`config.mk`:
```
export PLATFORM = sky130hd
export DESIGN_NAME = nios_system_cpu_oci_dct_packer
export DESIGN_NICKNAME = d
export VERILOG_FILES = /design/src/rtl/nios_system_cpu_oci_dct_pkg.sv /design/src/rtl/nios_system_cpu_oci_dct_outreg.sv /design/src/rtl/nios_system_cpu_oci_dct_packer.sv
export SDC_FILE = /design/constraint.sdc
export NUM_CORES = 1
export LEC_CHECK = 0
export ABC_AREA = 1
export BUFFER_PORTS_ARGS = -buffer_cell sky130_fd_sc_hd__buf_2
export CAP_MARGIN = 25
export CORE_UTILIZATION = 46
export DETAILED_ROUTE_END_ITERATION = 6
export HOLD_SLACK_MARGIN = 0.12
export PLACE_DENSITY = 0.66
export SLEW_MARGIN = 20
export SYNTH_ARGS = -nofsm -noshare
export SYNTH_HDL_FRONTEND = slang
export SYNTH_SLANG_ARGS = --single-unit
```
`constraint.sdc`:
```
create_clock -name clk -period 4.8 [get_ports clk]
set_input_delay 0.48 -clock clk [delete_from_list [all_inputs] [get_ports clk]]
set_output_delay 0.48 -clock clk [all_outputs]
set_load 0.1 [all_outputs]
```
`src/rtl/nios_system_cpu_oci_dct_pkg.sv`:
```
// Shared sizes, FSM encoding and the atom-placement helper for the OCI data-trace packer.
package nios_system_cpu_oci_dct_pkg;

  localparam int ATOM_W = 2;
  localparam int ATOMS  = 15;
  localparam int CNT_W  = 4;
  localparam int BUF_W  = ATOM_W * ATOMS;
  localparam int WORD_W = BUF_W + CNT_W;

  typedef enum logic [1:0] {
    S_IDLE  = 2'd0,
    S_PACK  = 2'd1,
    S_DRAIN = 2'd2,
    S_END   = 2'd3
  } state_e;

  // Writes one atom into the given slot; a slot index of ATOMS or more leaves the buffer unchanged.
  function automatic logic [BUF_W-1:0] place_atom(input logic [BUF_W-1:0]  buf_in,
                                                  input logic [CNT_W-1:0]  slot,
                                                  input logic [ATOM_W-1:0] atom);
    logic [BUF_W-1:0] r;
    r = buf_in;
    for (int k = 0; k < ATOMS; k++) begin
      if (slot == CNT_W'(k)) r[k*ATOM_W +: ATOM_W] = atom;
    end
    return r;
  endfunction

endpackage

```
`src/rtl/nios_system_cpu_oci_dct_outreg.sv`:
```
// One-deep valid/ready holding register for packed trace words; data reads as zero while empty.
module nios_system_cpu_oci_dct_outreg
  import nios_system_cpu_oci_dct_pkg::*;
#(
  parameter int W = WORD_W
) (
  input  logic         clk,
  input  logic         reset,
  input  logic         in_valid,
  input  logic [W-1:0] in_data,
  output logic         in_ready,
  output logic         out_valid,
  output logic [W-1:0] out_data,
  input  logic         out_ready
);

  logic         full_q, full_d;
  logic [W-1:0] data_q, data_d;

  assign in_ready  = !full_q || out_ready;
  assign out_valid = full_q;
  assign out_data  = data_q;

  always_comb begin
    full_d = full_q;
    data_d = data_q;
    if (in_valid && in_ready) begin
      full_d = 1'b1;
      data_d = in_data;
    end else if (full_q && out_ready) begin
      full_d = 1'b0;
      data_d = '0;
    end
  end

  always_ff @(posedge clk or posedge reset) begin
    if (reset) begin
      full_q <= 1'b0;
      data_q <= '0;
    end else begin
      full_q <= full_d;
      data_q <= data_d;
    end
  end

endmodule

```
`src/rtl/nios_system_cpu_oci_dct_packer.sv`:
```
// Packs 2-bit trace atoms into 30-bit words and drives the test-ending handshake.
// Optional feature macro OCI_DCT_DROP_CNT_EN: never back-pressure, drop and count atoms instead.
module nios_system_cpu_oci_dct_packer
  import nios_system_cpu_oci_dct_pkg::*;
(
  input  logic              clk,
  input  logic              reset,
  input  logic              trace_enable,
  input  logic              atom_valid,
  input  logic [ATOM_W-1:0] atom_data,
  output logic              atom_ready,
  input  logic              flush,
  output logic              word_valid,
  input  logic              word_ready,
  output logic [BUF_W-1:0]  dct_buffer,
  output logic [CNT_W-1:0]  dct_count,
`ifdef OCI_DCT_DROP_CNT_EN
  output logic [15:0]       dropped_atoms,
`endif
  output logic              test_ending,
  output logic              test_has_ended
);

  state_e             state_q, state_d;
  logic [BUF_W-1:0]   acc_buf_q, acc_buf_d;
  logic [CNT_W-1:0]   acc_cnt_q, acc_cnt_d;
  logic               test_ending_q, test_ending_d;
  logic               test_has_ended_q, test_has_ended_d;
  logic               out_free;
  logic               acc_full, stall, in_pack, acc_wr, xfer;
  logic [WORD_W-1:0]  word_out;

  assign in_pack  = (state_q == S_PACK);
  assign acc_full = (acc_cnt_q == CNT_W'(ATOMS));
  assign stall    = acc_full && word_valid && !word_ready;
  assign acc_wr   = atom_valid && in_pack && !stall;
  assign xfer     = out_free && (acc_full || (state_q == S_DRAIN && acc_cnt_q != '0));

`ifdef OCI_DCT_DROP_CNT_EN
  assign atom_ready = in_pack;
`else
  assign atom_ready = in_pack && !stall;
`endif

  nios_system_cpu_oci_dct_outreg #(.W(WORD_W)) u_outreg (
    .clk       (clk),
    .reset     (reset),
    .in_valid  (xfer),
    .in_data   ({acc_cnt_q, acc_buf_q}),
    .in_ready  (out_free),
    .out_valid (word_valid),
    .out_data  (word_out),
    .out_ready (word_ready)
  );

  assign {dct_count, dct_buffer} = word_out;
  assign test_ending    = test_ending_q;
  assign test_has_ended = test_has_ended_q;

  // A transfer empties the accumulator first, so a same-cycle atom lands in slot 0.
  always_comb begin
    acc_buf_d = acc_buf_q;
    acc_cnt_d = acc_cnt_q;
    if (xfer) begin
      acc_buf_d = '0;
      acc_cnt_d = '0;
    end
    if (acc_wr) begin
      acc_buf_d = place_atom(acc_buf_d, acc_cnt_d, atom_data);
      acc_cnt_d = acc_cnt_d + CNT_W'(1);
    end
  end

  always_comb begin
    state_d          = state_q;
    test_ending_d    = test_ending_q;
    test_has_ended_d = test_has_ended_q;
    case (state_q)
      S_IDLE: if (trace_enable) begin
        state_d          = S_PACK;
        test_has_ended_d = 1'b0;
      end
      S_PACK: begin
        if (flush) begin
          state_d       = S_DRAIN;
          test_ending_d = 1'b1;
        end else if (!trace_enable) begin
          state_d = S_IDLE;
        end
      end
      // Final word has gone once the accumulator is empty and the out reg is empty or handing off.
      S_DRAIN: if (acc_cnt_q == '0 && out_free) begin
        state_d          = S_END;
        test_ending_d    = 1'b0;
        test_has_ended_d = 1'b1;
      end
      S_END: if (!trace_enable) state_d = S_IDLE;
      default: state_d = S_IDLE;
    endcase
  end

`ifdef OCI_DCT_DROP_CNT_EN
  logic [15:0] dropped_q, dropped_d;

  assign dropped_atoms = dropped_q;

  always_comb begin
    dropped_d = dropped_q;
    if (state_q == S_IDLE && trace_enable) dropped_d = '0;
    else if (atom_valid && in_pack && stall && dropped_q != 16'hFFFF) dropped_d = dropped_q + 16'd1;
  end

  always_ff @(posedge clk or posedge reset) begin
    if (reset) dropped_q <= '0;
    else       dropped_q <= dropped_d;
  end
`endif

  always_ff @(posedge clk or posedge reset) begin
    if (reset) begin
      state_q          <= S_IDLE;
      acc_buf_q        <= '0;
      acc_cnt_q        <= '0;
      test_ending_q    <= 1'b0;
      test_has_ended_q <= 1'b0;
    end else begin
      state_q          <= state_d;
      acc_buf_q        <= acc_buf_d;
      acc_cnt_q        <= acc_cnt_d;
      test_ending_q    <= test_ending_d;
      test_has_ended_q <= test_has_ended_d;
    end
  end

endmodule

```
==> impl_metrics.toml <==
[outcome]
status = "finished clean"

[critical_path]
worstSetupPathType = "reg -> reg"
cp.required_ns = 5.04
critical_path.max_fanout = 51
cp-end-kind = "flip-flop"
arrival_ns = 3.63
cp-start-kind = "flip-flop"

[floorplanning]
start_util = 0.4749
coreArea_sq_um = 7253
design.die.area_sq_um = 7838
rows = 31
die_y_um = 88.54
top_level_ports = 46
die_x_um = 88.54

[place]
gp_congestion = 0.7790
post-place-ws_ns = 1.475
hpwl_um = 4254
portBuffers = 45

[sta]
tightest_slew_ns = 0.9200
final_hold_viol_count = 0
max_slew_margin = 0.3844
fin_crit_ns = 3.390
fin_setup_tns_ns = 0
finalCritPeriodShare = 0.7063
fmax_mhz = 295.0
slew_violations = 0
finalClockSkew_ns = 0.007671
hold_slack_ns = 0.4024
setup_viol = 0
rsz0062_at_grt = "no"
fin_ws_ns = 1.410

[power]
p_comb_frac = 0.454
power_frac_seq = 0.329
swShare = 0.4991
intPower_mw = 1.229
p_clk_frac = 0.216
leakage_nw = 1.951
switching_power_mw = 1.225
power.total_mw = 2.454
p_per_area_nw_per_um2 = 633.6
ir_drop_mv = 0.4756

[drt]
final_antenna_net_count = 0
drc = 0
drt-pass1-iter-count = 4
wire_per_inst_um = 12.59
drtIter0Drc = 116
routed_wl_um = 6771
vias = 2591
vias_per_cell = 4.816

[synth]
synth.avg_cell_area_sq_um = 8.655
async_reset_ff_frac = 1.000
synth_area_sq_um = 3445
yosysMostFrequentCell = "inv_1"
syn_inst = 398
yosysSeqAreaShare = 0.5303
ys_top_cells_by_count = "inv_1, dfrtp_1, nand2_1"
ys_ff_latch = 73
synth_ff_type = "dfrtp_1"
ys_warn_count = 0
ys_types = 28
synthTopCellsByArea = "dfrtp_1, inv_1, nand2_1"
synth_top_area_cell = "dfrtp_1"
synth-edff-count = 0
syn_nets = 410
synth_top_area_frac = 0.5303

[clock_tree]
cts_tree = "yes"
cts-resized-gates = 0
cts.htree.levels = 3
ctsRootBufferMaster = "clkbuf_8"
cts_buffers = 9
clk_pin_slew_worst_paths_ns = 0.08
insertion_delay_ns = 0.35
clockBufferDepth = 2
cts_hold_buf = 0
post_cts_buffers = 0
cts_sinks = 73

[run]
maxCapViolCount = 0

[finish]
layout.nets = 446
antenna_cells = 0
syn2layout_area_growth_pct = 12.42
drive_gt1_frac = 0.1913
fin_util = 0.5339

[grt]
grt_max_degree = 74
track_usage = 0.1909
grt_pass1_wl_um = 11250
grt_antenna_before_repair = 0
grt_pass1_vias = 2366
grt-ovfl-total = 0

[worst_hold_path]
holdCritPathClass = "in -> async"
worst max-delay path: stages (launching register included):
cell	delay, ns
dfrtp_1	0.60
nor2_1	0.17
nand2_1	0.06
nand2_1	0.11
nand2_4	0.09
nand2_4	0.45
nand2_1	0.23
inv_1	0.18
ha_1	0.16
inv_1	0.03
nor2_1	0.70
nand4_1	0.26
nand2_1	0.12
nand2_1	0.06
worst paths after layout:
path	slack, ns	depth (start not counted)	to	startpoint
max	1.41	13	acc_buf_q[26]	acc_cnt_q[2]
min	0.40	3	u_outreg.out_data[10]	reset
max reg2reg	1.41	13	acc_buf_q[26]	acc_cnt_q[2]
min reg2reg	0.51	2	test_ending	test_ending
max in group asynchronous	3.84	3	u_outreg.out_data[32]	reset
min in group clk	0.41	3	state_q[1]	trace_enable
state kept, by name, summed over array words and instances (netlist names):
name / flops
test_ending: 1
u_outreg.out_valid: 1
state_q: 2
acc_buf_q: 30
test_has_ended: 1
u_outreg.out_data: 34
acc_cnt_q: 4
metrics by stage:
stage	instance area, sq um	instances
CTS	3872	538
floorplan	3445	398
global placement	3654	522
detailed placement	3654	522
finish	3872	538
global route	3872	538
layout by cell type, fill, tap and decap left out, types with 2 or more instances in the layout:
cell and count:
nand4_1 35, inv_1 76, nand2_4 2, o22ai_1 31
nand2_1 73, o21ai_0 5, inv_2 4, a21oi_1 3
clkbuf_8 9, buf_2 45, bufinv_16 2, ha_1 4
clkinv_4 2, nand2_2 7, clkinv_2 2, nand3_1 11
dfrtp_1 73, nor2_1 41, nor2_2 2, buf_4 2
power groups by stage:
stage / sequential (mW) / combinational, mW / clock, mW
after floorplan: 1.22 / 0.585 / 0
after global placement: 0.818 / 1.10 / 0
after detailed placement: 0.821 / 1.11 / 0
after CTS: 0.810 / 1.12 / 0.540
after global routing: 0.828 / 1.21 / 0.566
final: 0.808 / 1.11 / 0.531
area by class of cell:
cell class | count | area [sq um]
Timing Repair Buffer | 47 | 240.2
Inverter | 80 | 300.3
Clock inverter | 7 | 95.09
Clock buffer | 9 | 123.9
Fill cell | 717 | 3381
Multi-Input combinational cell | 223 | 1162
Sequential cell | 73 | 1827
Tap cell | 99 | 123.9
metal layers:
layer / vias up / part of all wire / wire length [um] / global-route usage
met2: 61 / 0.45 / 3016 / 0.2937
met4: 0 / 0.015 / 102 / 0.07478
met3: 10 / 0.053 / 356 / 0.05317
met5: - / 0 / 0 / 0
li1: 1344 / - / - / -
met1: 1176 / 0.49 / 3296 / 0.2566
kinds of logic after synthesis:
logic type,Yosys count,share of synthesized area
adder cells (fa/ha/maj),4,0.01453
AND/OR/NAND/NOR,174,0.2343
buffers and inverters,102,0.1322
flip-flops,73,0.5303
XOR/XNOR,1,0.002543
AO/OA/AOI/OAI,44,0.08609
No activity file was read; power rests on OpenSTA's default activity.
